===== src/rtl/des_key_sched.sv =====
// Iterative DES key schedule: PC-1 at key load, one 28-bit rotation of C/D per
// accepted subkey, PC-2 applied combinationally to the live C/D registers.
module des_key_sched (
    input  logic        clk_i,
    input  logic        rst_i,
    input  logic [63:0] key_i,
    input  logic        decrypt_i,
    input  logic        key_valid_i,
    output logic        key_ready_o,
    output logic [47:0] subkey_o,
    output logic [3:0]  subkey_idx_o,
    output logic        subkey_last_o,
    output logic        subkey_valid_o,
    input  logic        subkey_ready_i
);

    typedef enum logic {IDLE, RUN} state_t;

    // FIPS bit numbers (1 = MSB); table position 0 feeds the output MSB.
    localparam int PC1 [56] = '{
        57, 49, 41, 33, 25, 17,  9,  1, 58, 50, 42, 34, 26, 18,
        10,  2, 59, 51, 43, 35, 27, 19, 11,  3, 60, 52, 44, 36,
        63, 55, 47, 39, 31, 23, 15,  7, 62, 54, 46, 38, 30, 22,
        14,  6, 61, 53, 45, 37, 29, 21, 13,  5, 28, 20, 12,  4
    };
    localparam int PC2 [48] = '{
        14, 17, 11, 24,  1,  5,  3, 28, 15,  6, 21, 10,
        23, 19, 12,  4, 26,  8, 16,  7, 27, 20, 13,  2,
        41, 52, 31, 37, 47, 55, 30, 40, 51, 45, 33, 48,
        44, 49, 39, 56, 34, 53, 46, 42, 50, 36, 29, 32
    };
    // Bit r set when shift[r] is 2 rather than 1.
    localparam logic [15:0] SHIFT_TWO = 16'h7EFC;

    state_t      state_reg;
    logic [27:0] c_reg;
    logic [27:0] d_reg;
    logic [3:0]  idx_reg;
    logic        decrypt_reg;

    logic [55:0] pc1_key;
    logic [47:0] pc2_out;
    logic [3:0]  idx_inc;
    logic [3:0]  idx_rev;
    logic        enc_two;
    logic        dec_two;
    logic        unused_parity;

    genvar gi;
    generate
        for (gi = 0; gi < 56; gi++) begin : g_pc1
            assign pc1_key[55-gi] = key_i[64-PC1[gi]];
        end
        for (gi = 0; gi < 48; gi++) begin : g_pc2
            if (PC2[gi] <= 28) begin : g_c
                assign pc2_out[47-gi] = c_reg[28-PC2[gi]];
            end else begin : g_d
                assign pc2_out[47-gi] = d_reg[56-PC2[gi]];
            end
        end
    endgenerate

    assign unused_parity = ^{key_i[56], key_i[48], key_i[40], key_i[32],
                             key_i[24], key_i[16], key_i[8],  key_i[0]};

    function automatic logic [27:0] rotl(input logic [27:0] x, input logic two);
        return two ? {x[25:0], x[27:26]} : {x[26:0], x[27]};
    endfunction

    function automatic logic [27:0] rotr(input logic [27:0] x, input logic two);
        return two ? {x[1:0], x[27:2]} : {x[0], x[27:1]};
    endfunction

    // Encrypt steps forward to round r+2; decrypt walks back from round 16-r.
    assign idx_inc = idx_reg + 4'd1;
    assign idx_rev = 4'd15 - idx_reg;
    assign enc_two = SHIFT_TWO[idx_inc];
    assign dec_two = SHIFT_TWO[idx_rev];

    always_ff @(posedge clk_i or posedge rst_i) begin
        if (rst_i) begin
            state_reg   <= IDLE;
            c_reg       <= '0;
            d_reg       <= '0;
            idx_reg     <= '0;
            decrypt_reg <= 1'b0;
        end else begin
            case (state_reg)
                IDLE: begin
                    if (key_valid_i) begin
                        c_reg       <= decrypt_i ? pc1_key[55:28] : rotl(pc1_key[55:28], 1'b0);
                        d_reg       <= decrypt_i ? pc1_key[27:0]  : rotl(pc1_key[27:0], 1'b0);
                        decrypt_reg <= decrypt_i;
                        idx_reg     <= '0;
                        state_reg   <= RUN;
                    end
                end
                RUN: begin
                    if (subkey_ready_i) begin
                        if (idx_reg == 4'd15) begin
                            state_reg <= IDLE;
                        end else begin
                            c_reg   <= decrypt_reg ? rotr(c_reg, dec_two) : rotl(c_reg, enc_two);
                            d_reg   <= decrypt_reg ? rotr(d_reg, dec_two) : rotl(d_reg, enc_two);
                            idx_reg <= idx_inc;
                        end
                    end
                end
                default: state_reg <= IDLE;
            endcase
        end
    end

    assign key_ready_o    = (state_reg == IDLE);
    assign subkey_valid_o = (state_reg == RUN);
    assign subkey_o       = subkey_valid_o ? pc2_out : 48'd0;
    assign subkey_idx_o   = subkey_valid_o ? idx_reg : 4'd0;
    assign subkey_last_o  = subkey_valid_o && (idx_reg == 4'd15);

endmodule

===== config.mk =====
export PLATFORM = sky130hd
export DESIGN_NAME = des_key_sched
export DESIGN_NICKNAME = d
export VERILOG_FILES = /design/src/rtl/des_key_sched.sv
export SDC_FILE = /design/constraint.sdc
export NUM_CORES = 1
export LEC_CHECK = 0
export CAP_MARGIN = 5
export CORE_MARGIN = 2
export CORE_UTILIZATION = 25
export DETAILED_ROUTE_END_ITERATION = 8
export HOLD_SLACK_MARGIN = 0.02
export PLACE_DENSITY = 0.48
export SYNTH_ARGS = -nofsm -noshare
export SYNTH_HDL_FRONTEND = slang
export SYNTH_SLANG_ARGS = --single-unit

===== constraint.sdc =====
create_clock -name clk_i -period 2.7 [get_ports clk_i]
set_input_delay 0.54 -clock clk_i [delete_from_list [all_inputs] [get_ports clk_i]]
set_output_delay 0.54 -clock clk_i [all_outputs]
set_load 0.03 [all_outputs]

==> results of run 1 <==
worst max-delay path by stage:
stage,from,end,slack [ns],cells past startpoint
2_1_floorplan,subkey_valid_o,subkey_idx_o[0],0.21,5
3_3_place_gp,idx_reg[0],d_reg[0],0.21,7
3_5_place_dp,idx_reg[0],d_reg[0],0.21,7
4_1_cts,idx_reg[0],d_reg[25],0.20,7
5_1_grt,idx_reg[0],d_reg[10],0.05,7
6_report,idx_reg[0],d_reg[21],0.21,7
cell type report:
cell class / instances / area [um^2] / share of cell area, %
well taps: 324 / 405 / 5.01
multi-input cells: 532 / 4220 / 52.1
inverters: 37 / 139 / 1.72
clock buffers: 16 / 282 / 3.48
repair buffers: 153 / 1500 / 18.5
flip-flops and latches: 62 / 1550 / 19.2
critical path, stage by stage, from the launching register on:
cell	delay (ns)
dfrtp_1	0.44
inv_1	0.09
ha_1	0.36
or4_1	0.59
o221ai_4	0.27
buf_12	0.27
mux2i_1	0.24
o22ai_2	0.10
cell families after synthesis:
logic type      synth area share, %
buf+inv                        8.46
compound gates                 32.9
fa+ha+maj                     0.399
xor+xnor                      0.280
simple gates                   12.4
flops                          24.8
mux                            20.8
routing by layer:
metal	track usage (%)	wire length, um	up-vias
met4	3.26	232	0
met5	0	0	-
met2	27.1	10400	156
met3	3.28	1170	16
li1	-	-	2911
met1	23.3	10400	2911
report_power, final:
group / switching (mW) / internal [mW]
registers: 0.793 / 1.37
clock network: 0.425 / 0.699
logic: 3.51 / 2.93
total: 4.73 / 5.00
cell usage in the layout (no fill, tap or decap), types with 2 or more instances in the layout:
| master | netlist | routed |
|---|---|---|
| o22ai_1 | 2 | 2 |
| nor3_1 | 56 | 56 |
| a21o_1 | 32 | 32 |
| nand2_1 | 7 | 7 |
| o21ai_0 | 7 | 7 |
| a21oi_1 | 24 | 24 |
| inv_1 | 37 | 36 |
| buf_4 | 5 | 59 |
| o32ai_1 | 13 | 13 |
| clkdlybuf4s50_1 | 0 | 81 |
| clkbuf_1 | 40 | 4 |
| o22ai_2 | 30 | 30 |
| mux2_2 | 33 | 33 |
| a211o_1 | 45 | 45 |
| and2_1 | 32 | 32 |
| clkbuf_8 | 0 | 3 |
| nand3_1 | 2 | 2 |
| o22a_1 | 2 | 2 |
| o21ai_1 | 22 | 21 |
| a221oi_1 | 56 | 56 |
| dfrtp_1 | 62 | 60 |
| clkbuf_16 | 0 | 9 |
| ha_1 | 2 | 2 |
| a221o_1 | 11 | 11 |
| nor2b_1 | 3 | 2 |
| mux2i_1 | 91 | 91 |
| dfrtp_2 | 0 | 2 |
| buf_12 | 2 | 12 |
| nor2_1 | 48 | 48 |
==> impl_metrics.toml, run 1 <==
[run_status]
status = "finished clean"

[clock_network]
ctsRootBufferMaster = "clkbuf_16"
insertion_delay_ns = 0.34
path_clk_slew_ns = 0.05
ctsResizeCount = 0
cts_inserted_buffers = 9
clockBufferDepth = 2
postCtsHoldBufs = 0
cts_sinks = 62
htreeDepth = 3
tritoncts = "yes"
postCtsSetupBuffers = 0

[floorplan]
coreArea_um2 = 24500
rows = 57
start_util_pct = 25.6
floorplan.die.height_um = 162
die_area_um2 = 26400
fp.dieW_um = 162
ios = 124

[timing]
fin_crit_ns = 2.49
fin_crit_sh_pct = 92.2
hold_viol_final = 0
rsz0062_at_grt = "no"
setup_viol = 0
max_freq_ghz = 0.402
relSlewSlack_pct = 37.3
fin_tns_setup_ns = 0
fin_worst_skew_ns = 0.00528
holdWs_ns = 0.557
final.setup.worst_slack_ns = 0.210
maxSlewViolCount = 0
worstMarginPinSlew_ns = 0.940

[synthesis]
synth_nets = 780
synth_top_cell_by_area = "dfrtp_1"
synth_common_cells = "mux2i_1 (91), dfrtp_1 (62), a221oi_1 (56), nor3_1 (56), nor2_1 (48)"
synth_most_common_cell = "mux2i_1"
synth_seq_cells = 62
yosysSeqAreaShare_pct = 24.8
synth_edf_count = 0
synth.top_cell.area_share_pct = 24.8
synth_area_leaders = "dfrtp_1 (25%), mux2i_1 (15%), a221oi_1 (7.8%)"
netlist_area_um2 = 6270
synthCells = 709
synthArstFlopShare_pct = 100
avgSynthCellArea_um2 = 8.84
ys.flop_type = "dfrtp_1"
yosysWarnings = 0
synth_cell_types = 42

[global_routing]
track_usage_pct = 16.7
antenna_found_initial = 0
grt_overflow = 0
grt_max_degree = 58
grt_first_pass_wirelength_mm = 34.8
grt_pass1_vias = 6068

[finish]
fin_util_pct = 33.1
antenna_cells = 0
fin_area_um2 = 8100
nets = 866
fillers = 2600
fin_cells = 1124
area.growth.synth_to_final_pct = 29.2
drive_gt1_share_pct = 19.6

[power_and_ir_drop]
cellPowerDensity_nw_per_um2 = 1200
ir_drop_v = 0.000542
leakage_nw = 3.71
total_power_mw = 9.72

[routing]
drc = 0
drt_iter0_drc = 276
drt-wirelength-per-cell_um = 19.7
wl_mm = 22.1
ant_nets = 0
vias = 5994
drt_pass1_iterations = 4
viasPerCell = 5.33

[setup_path]
required_ns = 2.92
r2r_cells = 7
worst_setup_path_end_kind = "register"
timing.rr.start = "idx_reg[0]"
path_max_fanout = 23
critical_path_class = "register to register"
critPathLaunchType = "register"
worstPathArrival_ns = 2.71
r2r_end = "d_reg[21]"
r2r_setup_slack_ns = 0.21

[place]
placed_area_um2 = 7810
dp_hpwl_mm = 15.1
gp_congestion = 0.759
pre_cts_slack_ns = 0.208
place_inst = 1108
io_buffers = 115

[job]
maxCapViolCount = 0

[hold_path]
hold_class = "input pin to asynchronous set/reset pin"
No activity file was read; power rests on OpenSTA's default activity.
==> run 2: changes to the inputs <==
--- a/config.mk
+++ b/config.mk
@@ -10,7 +10,7 @@
 export CORE_UTILIZATION = 25
 export DETAILED_ROUTE_END_ITERATION = 8
 export HOLD_SLACK_MARGIN = 0.02
-export PLACE_DENSITY = 0.48
+export PLACE_DENSITY = 0.44
 export SYNTH_ARGS = -nofsm -noshare
 export SYNTH_HDL_FRONTEND = slang
 export SYNTH_SLANG_ARGS = --single-unit
==> impl_metrics.toml, run 2 (same netlist as run 1, synthesis figures left out) <==
[run_status]
status = "finished clean"

[global_routing]
grt_first_pass_wirelength_mm = 36.2
grt_max_degree = 63
antenna_found_initial = 1
grt_pass1_vias = 6223
grt_overflow = 0
track_usage_pct = 17.5

[setup_path]
path_max_fanout = 28
r2r_setup_slack_ns = 0.24
critPathLaunchType = "register"
critical_path_class = "register to register"
cp.depth = 7
worstPathArrival_ns = 2.67
worst_setup_path_end_kind = "register"
required_ns = 2.91
r2r_cells = 7
cpPeakStageDelay_ns = 0.60
path_cells = "inv_1, ha_1, or4_1, o221ai_4, buf_12, mux2i_1, o22ai_2"
worst-path-buf-inv = 2
critPathTopFamily = "simple AND/OR/NAND/NOR gates"
worst_path_max_delay_cell = "or4_1"

[floorplan]
rows = 57
ios = 124
floorplan.die.height_um = 162
die_area_um2 = 26400
fp.dieW_um = 162
coreArea_um2 = 24500
start_util_pct = 25.6

[timing]
relSlewSlack_pct = 53.1
worstMarginPinSlew_ns = 0.703
max_freq_ghz = 0.406
rsz0062_at_grt = "no"
setup_viol = 0
fin_worst_skew_ns = 0.00859
fin_crit_sh_pct = 91.2
final.setup.worst_slack_ns = 0.239
fin_tns_setup_ns = 0
fin_crit_ns = 2.46
maxSlewViolCount = 0
hold_viol_final = 0
holdWs_ns = 0.603

[place]
place_inst = 1103
pre_cts_slack_ns = 0.266
dp_hpwl_mm = 15.3
io_buffers = 115
placed_area_um2 = 7820
gp_congestion = 0.746

[routing]
viasPerCell = 5.41
drt_pass1_iterations = 4
drt-wirelength-per-cell_um = 20.6
ant_nets = 0
drt_iter0_drc = 320
wl_mm = 23.0
vias = 6041
drc = 0

[clock_network]
path_clk_slew_ns = 0.06
postCtsSetupBuffers = 0
postCtsHoldBufs = 0
tritoncts = "yes"
cts_sinks = 62
ctsResizeCount = 0
htreeDepth = 3
clockBufferDepth = 2
insertion_delay_ns = 0.34
ctsRootBufferMaster = "clkbuf_16"
cts_inserted_buffers = 9

[finish]
fin_cells = 1117
area.growth.synth_to_final_pct = 28.8
final_cell_mix = "mux2i_1 (91), clkdlybuf4s50_1 (81), dfrtp_1 (60), nor3_1 (56), a221oi_1 (56)"
fin_util_pct = 33.0
nets = 861
antenna_cells = 0
final_common_cell = "mux2i_1"
fin_area_um2 = 8070
drive_gt1_share_pct = 19.3

[job]
maxCapViolCount = 0

[power_and_ir_drop]
p_sw_mw = 4.81
ir_drop_v = 0.000545
seqPwrFrac_pct = 22.7
total_power_mw = 9.74
share_comb_of_total_power_pct = 66.3
p_sw_share_pct = 49.4
p_int_mw = 4.93
cellPowerDensity_nw_per_um2 = 1210
clock_power_share_pct = 11.0
leakage_nw = 3.69

[hold_path]
hold_class = "register to register"
min_path_cells = 2
run 2: changes by cell type in the layout (fill, tap and decap cells not counted):
cell      before  now
nand2_1        7    6
buf_4         59   51
clkbuf_8       3    1
buf_12        12   15
clkinv_2       0    2
nand2_2        0    1
clkbuf_1       4    2
run 2: worst register-to-register path: cells and delay by family (launching register included):
kind	cells	cell delay, ns
simple gates	1	0.60
flops	1	0.50
buf+inv	2	0.35
fa+ha+maj	1	0.34
mux	1	0.30
compound gates	2	0.24
run 2: path summary, 6_finish.rpt:
path / startpoint / endpoint
setup / recovery: idx_reg[1] / d_reg[3]
hold / removal: c_reg[6] / c_reg[6]
hold reg to reg: c_reg[6] / c_reg[6]
max in group asynchronous: rst_i / decrypt_reg
min in group asynchronous: rst_i / d_reg[24]
setup reg to reg: idx_reg[1] / d_reg[3]
run 2: power groups by stage:
stage / Combinational, mW / Sequential [mW] / Clock [mW]
finish: 6.45 / 2.21 / 1.08
CTS: 6.48 / 2.19 / 1.10
global route: 6.95 / 2.30 / 1.14
floorplan: 4.78 / 1.86 / 0
detailed placement: 6.46 / 2.20 / 0
global placement: 6.46 / 2.21 / 0
run 2: layer usage:
layer  vias up  track usage [%]  share of wire (%)
met5         -                0              0.048
met2       146             28.3                 45
li1       2898                -                  -
met4         2             3.46               0.94
met3        14             2.78                4.3
met1      2981             24.7                 50
run 2: final cells by class:
| class | instances | area [um^2] |
|---|---|---|
| fillers | 2626 | 16400 |
| multi-input cells | 532 | 4220 |
| flip-flops and latches | 62 | 1550 |
| repair buffers | 148 | 1500 |
| well taps | 324 | 405 |
| clock buffers | 12 | 246 |
| inverters | 37 | 139 |
| clock inverters | 2 | 10.0 |
==> run 3: changes to the inputs <==
--- a/config.mk
+++ b/config.mk
@@ -9,6 +9,7 @@
 export CORE_MARGIN = 2
 export CORE_UTILIZATION = 25
 export DETAILED_ROUTE_END_ITERATION = 8
+export GPL_TIMING_DRIVEN = 0
 export HOLD_SLACK_MARGIN = 0.02
 export PLACE_DENSITY = 0.44
 export SYNTH_ARGS = -nofsm -noshare
==> impl_metrics.toml, run 3 (same netlist as run 1, synthesis figures left out) <==
[setup_path]
worst-path-buf-inv = 5
timing.rr.start = "idx_reg[1]"
worstPathArrival_ns = 2.08
critPathTopFamily = "buffers and inverters"
r2r_setup_slack_ns = 0.13
r2r_end = "c_reg[5]"
cpPeakStageDelay_ns = 0.41
cp.depth = 6
critPathLaunch = "subkey_valid_o"
critical_path_class = "register to primary output"
path_max_fanout = 10
r2r_cells = 9
endpoint = "subkey_o[15]"
critPathLaunchType = "register"
path_cells = "buf_4, buf_4, inv_1, clkbuf_4, nor2_1, dlygate4sd2_1"
worst_setup_path_end_kind = "primary output"
worst_path_max_delay_cell = "dlygate4sd2_1"
path_common_cell = "buf_4"
required_ns = 2.16

[power_and_ir_drop]
share_comb_of_total_power_pct = 65.4
clock_power_share_pct = 12.5
ir_drop_v = 0.000640
p_sw_share_pct = 51.0
p_int_mw = 4.90
cellPowerDensity_nw_per_um2 = 1230
leakage_nw = 3.77
seqPwrFrac_pct = 22.0
p_sw_mw = 5.11

[routing]
ant_nets = 0
wl_mm = 27.8
drt_iter0_drc = 476
viasPerCell = 5.58
drt_pass1_iterations = 5
vias = 6507
drt-wirelength-per-cell_um = 23.8
drc = 0

[place]
dp_hpwl_mm = 19.9
pre_cts_slack_ns = -0.668
io_buffers = 114
placed_area_um2 = 7840
gp_congestion = 0.870

[floorplan]
fp.dieW_um = 162
floorplan.die.height_um = 162
rows = 57
die_area_um2 = 26400
start_util_pct = 25.6
ios = 124
coreArea_um2 = 24500

[finish]
final_common_cell = "mux2i_1"
antenna_cells = 0
nets = 908
final_cell_mix = "mux2i_1 (89), dfrtp_1 (60), clkdlybuf4s50_1 (60), nor3_1 (56), a221oi_1 (56)"
area.growth.synth_to_final_pct = 29.8
drive_gt1_share_pct = 17.3
fin_area_um2 = 8130

[global_routing]
antenna_found_initial = 0
track_usage_pct = 21.2
grt_max_degree = 42
grt_overflow = 0
grt_pass1_vias = 6697
grt_first_pass_wirelength_mm = 42.2

[timing]
final.setup.worst_slack_ns = 0.0849
fin_worst_skew_ns = 0.00271
max_freq_ghz = 0.382
rsz0062_at_grt = "no"
holdWs_ns = 0.523
hold_viol_final = 0
setup_viol = 0
worstMarginPinSlew_ns = 0.782
maxSlewViolCount = 0
fin_crit_ns = 2.62
fin_crit_sh_pct = 96.9
relSlewSlack_pct = 47.8

[clock_network]
postCtsHoldBufs = 0
cts_inserted_buffers = 9
ctsRootBufferMaster = "clkbuf_16"
tritoncts = "yes"
clockBufferDepth = 2
cts_sinks = 62
path_clk_slew_ns = 0.06
htreeDepth = 3
insertion_delay_ns = 0.35

[hold_path]
hold_class = "input pin to asynchronous set/reset pin"

[job]
maxCapViolCount = 0

[run_status]
status = "finished clean"
## run 3: worst min-delay path by stage
stage / endpoint / slack, ns / depth (start not counted)
after floorplan: c_reg[6] / 0.53 / 2
after global placement: idx_reg[0] / 0.59 / 2
after detailed placement: idx_reg[0] / 0.61 / 2
after CTS: c_reg[10] / 0.54 / 2
after global routing: c_reg[10] / 0.56 / 2
final: c_reg[10] / 0.52 / 2
## run 3: what timing repair did
| item | CTS | global route |
|---|---|---|
| gates cloned | 0 | 0 |
| buffers inserted | 0 | 2 |
| endpoints found under the hold margin | 0 | 0 |
| setup endpoints to repair | 65 | 63 |
| resized for setup | 79 | 37 |
## run 3: cell type report
type / count / area, um^2
inverter: 37 / 141
clock buffer: 12 / 256
fill: 2594 / 16300
tap: 324 / 405
multi-input combinational: 532 / 4210
sequential: 62 / 1550
buffer: 78 / 423
clock inverter: 4 / 45.0
timing repair buffer: 117 / 1100
## run 3: through the flow
step                power [mW]  util, %  cells  TNS [ns]
floorplan                 6.64        -    709         0
global placement          8.88     31.9   1147    -91.05
detailed placement        8.87     32.1   1148    -25.58
CTS                       9.91     33.2   1164         0
global route              10.6     33.3   1166         0
finish                    10.0     33.3   1166         0
## run 3: power groups by stage
| stage | clock network, mW | logic [mW] | registers, mW |
|---|---|---|---|
| floorplan | 0 | 4.78 | 1.86 |
| global placement | 0 | 6.69 | 2.19 |
| detailed placement | 0 | 6.69 | 2.18 |
| CTS | 1.26 | 6.48 | 2.18 |
| global route | 1.31 | 7.02 | 2.28 |
| finish | 1.25 | 6.55 | 2.21 |
## run 3: worst reg2reg max path, stage by stage (launching register included)
cell and delay, ns:
dfrtp_2 0.44, inv_1 0.08, ha_1 0.35, or4_1 0.51, buf_4 0.22, o221ai_2 0.09
buf_6 0.20, buf_8 0.17, mux2i_1 0.27, o22ai_2 0.11
## run 3: per-layer routing
| metal | vias to the layer above | wire (um) | global-route usage, % |
|---|---|---|---|
| li1 | 2984 | - | - |
| met1 | 3235 | 12800 | 29.3 |
| met2 | 255 | 12500 | 33.7 |
| met3 | 33 | 1900 | 4.46 |
| met4 | 0 | 577 | 5.67 |
| met5 | - | 0 | 0 |
